[src/rtl/truth_table_checker_dwell_timer.sv]
// Dwell timer: counts enabled cycles 0..DWELL-1 and flags the last one.
module dwell_timer #(
    parameter int DWELL = 100
) (
    input  logic clk,
    input  logic rst,
    input  logic clear,
    input  logic enable,
    output logic expire
);

    localparam int CW = (DWELL > 1) ? $clog2(DWELL) : 1;
    localparam logic [CW-1:0] LAST = CW'(DWELL - 1);

    logic [CW-1:0] cnt;

    // expire is the cycle on which the caller samples; counter wraps itself
    assign expire = enable && (cnt == LAST);

    // Dwell counter: cleared on reset/clear, wraps to zero after expire
    always_ff @(posedge clk) begin
        if (rst || clear) begin
            cnt <= '0;
        end else if (enable) begin
            cnt <= expire ? '0 : cnt + CW'(1);
        end
    end

endmodule

[config.mk]
export PLATFORM = sky130hd
export DESIGN_NAME = dwell_timer
export DESIGN_NICKNAME = d
export VERILOG_FILES = /design/src/rtl/truth_table_checker_dwell_timer.sv
export SDC_FILE = /design/constraint.sdc
export NUM_CORES = 1
export LEC_CHECK = 0
export ABC_CLOCK_PERIOD_IN_PS = 3600
export CORE_AREA = 3 3 40 42
export DETAILED_ROUTE_END_ITERATION = 16
export DIE_AREA = 0 0 43 45
export SKIP_CTS_REPAIR_TIMING = 1
export SLEW_MARGIN = 15
export SYNTH_ARGS = -nofsm -noshare
export SYNTH_HDL_FRONTEND = slang
export SYNTH_SLANG_ARGS = --single-unit
[constraint.sdc]
create_clock -name clk -period 3.6 [get_ports clk]
set_input_delay 0.72 -clock clk [delete_from_list [all_inputs] [get_ports clk]]
set_output_delay 0.72 -clock clk [all_outputs]
set_load 0.03 [all_outputs]
# After elaboration in Yosys (flattened, before gate mapping)
# Cells that the tools add are included.
[word_totals]
reg_bits = 7
out_inout_bits = 1
wordCells = 6
input_bits = 4
[op_classes]
muxes = 1
eq_ne = 1
add_sub_neg = 1
n_reduce_logical = 2
[op_table]
columns = ["cell", "n"]
rows = [
  ["7-bit by 1-bit adder with 7-bit output (second input constant)", 1],
  ["7-bit equality test (second input constant)", 1],
  ["7-bit 2-to-1 mux", 1],
  ["1-bit logical AND", 1],
  ["1-bit logical OR", 1],
]

# Logic depth before layout (Yosys ltp)
[depth]
depth_word = 3
ltp_mapped = 4
mapped_depth_nobuf = 4

# Worst setup path after synthesis
# Ideal clock, no wire load.
[synth_path]
path_kind = "input -> output"
startpoint = "input port enable"
endpoint = "output port expire"
stages = 2
path_buffers = 0
required_time_ns = 2.880
path_slack_ns = 1.626
arrival_time_ns = 1.254
path_cell_list = "nand4_1 nor2_1"
[synth_between]
elab_chain_cells = 1
[synth_rtl]
columns = ["item", "line_no", "rtl"]
rows = [
  ["start, declared", "8", "input logic enable,"],
  ["1-bit logical AND", "18", "assign expire = enable && (cnt == LAST);"],
  ["end, declared", "9", "output logic expire"],
]
# No other way between the ends.

# Worst setup path in the final report
# Same ends and word-level chain as after synthesis.

==> metrics.md <==
| Metric | Value |
|---|---|
| Outcome | finished, final reports clean |
| Clk sinks | 7 |
| Worst-path fanout max | 6 |
| Most common cell in the netlist | dfxtp_1 |
| Top delay family on crit path | buffers and inverters |
| Critical path class | in -> out |
| Yosys Warn Count | 0 |
| NetSw | 34.5 µW |
| GRT Resource Usage Total | 6.74% |
| Top post-synthesis cells by area | dfxtp_1 (46%), xor2_1 (8.5%), nand4_1 (6.1%) |
| Crit path DAT | 2.24 ns |
| Synth top area share | 45.5% |
| Sw frac | 21.6% |
| Worst path cell trace | clkdlybuf4s50_1, nand4_1, nor2_1, clkdlybuf4s50_1 |
| Yosys reg bits | 7 |
| Area delta synth->final | 27.6% |
| Routed WL | 533 µm |
| Dpl cell area | 367 µm² |
| Max-slew headroom | 79.5% |
| RD Place Congestion | 0.756 |
| Biggest register | cnt |
| Max-cap viol count | 0 |
| Number of DRC markers in iteration 0 | 0 |
| Drt drc | 0 |
| Largest register FFs | 7 |
| Clock latency on the worst-skew pair | 0.25 ns |
| DRT antenna net count | 0 |
| Final setup violation count | 0 |
| Die Width | 43 µm |
| Mapped Nets | 40 |
| Vias in the first global route | 204 |
| Final hold vios | 0 |
| Final HPWL DP | 404 µm |
| Critical path depth in cells | 4 |
| Clk pwr share | 45.3% |
| Largest registers | cnt (7) |
| H-tree depth | 1 |
| Filler cell count | 136 |
| # diodes | 0 |
| CP bufs+invs | 2 |
| Worst-path clk slew | 0.05 ns |
| Total gr overflow | 0 |
| Vias | 256 |
| Reg2Reg Depth | 4 |
| CP most frequent cell | clkdlybuf4s50_1 |
| Leakage | 0.143 nW |
| Crit share post-route | 82.2% |
| Clock root cell | clkbuf_4 |
| Main synth FF type | dfxtp_1 |
| Worst Hold Class | reg -> reg |
| Min Tclk post-route | 2.96 ns |
| Final setup TNS | 0 ns |
| FF-to-FF setup slack | 2.28 ns |
| Pre-antenna DRT Iters | 1 |
| Max Transition Viols Final | 0 |
| Final Net Count | 49 |
| Max Fclk | 338 MHz |
| Max IR drop VDD | 0.000186 V |
| Commonest cells post-synth | dfxtp_1 (7), nor2_1 (4) |
| Vias/cell | 4.41 |
| Ys async rst share | 0% |
| Distinct cells, synth | 15 |
| Global-route wire length before repair | 834 µm |
| P_int | 125 µW |
| EDFF count, synth | 0 |
| CP max stage cell | clkdlybuf4s50_1 |
| Antenna violations before repair | 0 |
| Slowest cell delay on critical path | 0.67 ns |
| Routed len/inst | 9.19 µm |
| R2R Path End | cnt[6]$_SDFFE_PP0P_ |
| Worst endpoint required time | 2.88 ns |
| Critical Path Source | enable |
| IO Port Bufs | 4 |
| Seq. cell area | 140 µm² |
| Num rows | 13 |
| Sequential element share of the synthesized area | 45.5% |
| Core Footprint | 1280 µm² |
| Reg power frac | 49.6% |
| Final Cell Area | 393 µm² |
| Setup crit end | expire |
| Combinational Power Share | 5.1% |
| Die area | 1940 µm² |
| Area leader, netlist | dfxtp_1 |
| Mapped cell area | 308 µm² |
| Initial Utilization | 24.0% |
| Vert. Die Dim | 45 µm |
| TritonCTS Buffers | 3 |
| RSZ-0062 raised after global routing | false |
| Crit. End Element | output pin |
| Worst clock skew | 0.000523 ns |
| Synthesized area per cell | 8.79 µm² |
| Setup crit start kind | input pin |
| P per Cell Area | 406 nW/µm² |
| CTS tree | yes |
| RR Startpoint | cnt[0]$_SDFFE_PP0P_ |
| Ports | 5 |
| Max Buffers Root-to-Sink | 2 |
| Least-Margin Pin Slew | 0.306 ns |
| Fraction of layout cells with a size suffix above 1 | 9.30% |
| Area occupied by multi-input gates | 164 µm² |
| Synth Instances | 35 |
| Largest net degree at the start of global routing | 7 |
## layer usage
layer	wire (µm)	global-route usage, %
met1	267	6.51
met2	220	8.08
met3	30	3.59
met4	13	10.8
met5	0	0
## power groups by stage
stage / clock, mW / combinational, mW / sequential, mW
floorplan: 0 / 0.00298 / 0.0805
global placement: 0 / 0.00816 / 0.0807
detailed placement: 0 / 0.00823 / 0.0807
CTS: 0.0762 / 0.00825 / 0.0790
global route: 0.0815 / 0.00900 / 0.0791
finish: 0.0723 / 0.00817 / 0.0790
## cell type report
class | count | area share (%)
sequential | 7 | 35.7
multi-input combinational | 27 | 41.7
timing repair buffer | 4 | 10.2
clock buffer | 4 | 6.69
inverter | 1 | 0.955
tap | 15 | 4.78
## through the flow
step	setup WS (ns)	hold slack (ns)	cells	utilization (%)	power, mW
2_1_floorplan	1.63	0.458	35	-	0.0835
3_3_place_gp	0.641	0.479	54	28.5	0.0888
3_5_place_dp	0.620	0.494	54	28.5	0.0889
4_1_cts	0.625	0.501	58	30.6	0.163
5_1_grt	0.572	0.509	58	30.6	0.170
6_report	0.642	0.500	58	30.6	0.159
## worst min-delay path: cells and delay by family, from the launching register on
family	cells	cell delay, ns
AO/OA/AOI/OAI	2	0.14
flip-flops	1	0.32
## cell families (layout without fill, tap and decap cells)
kind of cell             count (synthesis)  in the layout  share of synthesized area, %
buffers and inverters                    1              9                          1.22
flip-flops                               7              7                          45.5
AND/OR/NAND/NOR                         16             16                          25.6
multiplexers                             1              1                          3.25
adder cells (fa/ha/maj)                  1              1                          4.06
XOR/XNOR                                 3              3                          8.54
AO/OA/AOI/OAI                            6              6                          11.8
## layout by cell type, fill, tap and decap left out, drive strengths merged, types with 2 or more instances in the layout
| cell type | instances |
|---|---|
| or3 | 3 |
| o21ai | 3 |
| nand4 | 3 |
| nor3 | 2 |
| clkbuf | 4 |
| xor2 | 3 |
| nor2 | 4 |
| nand2 | 3 |
| a21oi | 2 |
| clkdlybuf4s50 | 4 |
| dfxtp | 7 |
## how the worst min path moves through the flow
stage	cells after the start	start	end	slack (ns)
after floorplan	2	cnt[6]$_SDFFE_PP0P_	cnt[6]$_SDFFE_PP0P_	0.46
after global placement	2	cnt[6]$_SDFFE_PP0P_	cnt[6]$_SDFFE_PP0P_	0.48
after detailed placement	2	cnt[6]$_SDFFE_PP0P_	cnt[6]$_SDFFE_PP0P_	0.49
after CTS	2	cnt[6]$_SDFFE_PP0P_	cnt[6]$_SDFFE_PP0P_	0.50
after global routing	2	cnt[6]$_SDFFE_PP0P_	cnt[6]$_SDFFE_PP0P_	0.51
final	2	cnt[6]$_SDFFE_PP0P_	cnt[6]$_SDFFE_PP0P_	0.50
No activity file was read; power rests on OpenSTA's default activity.
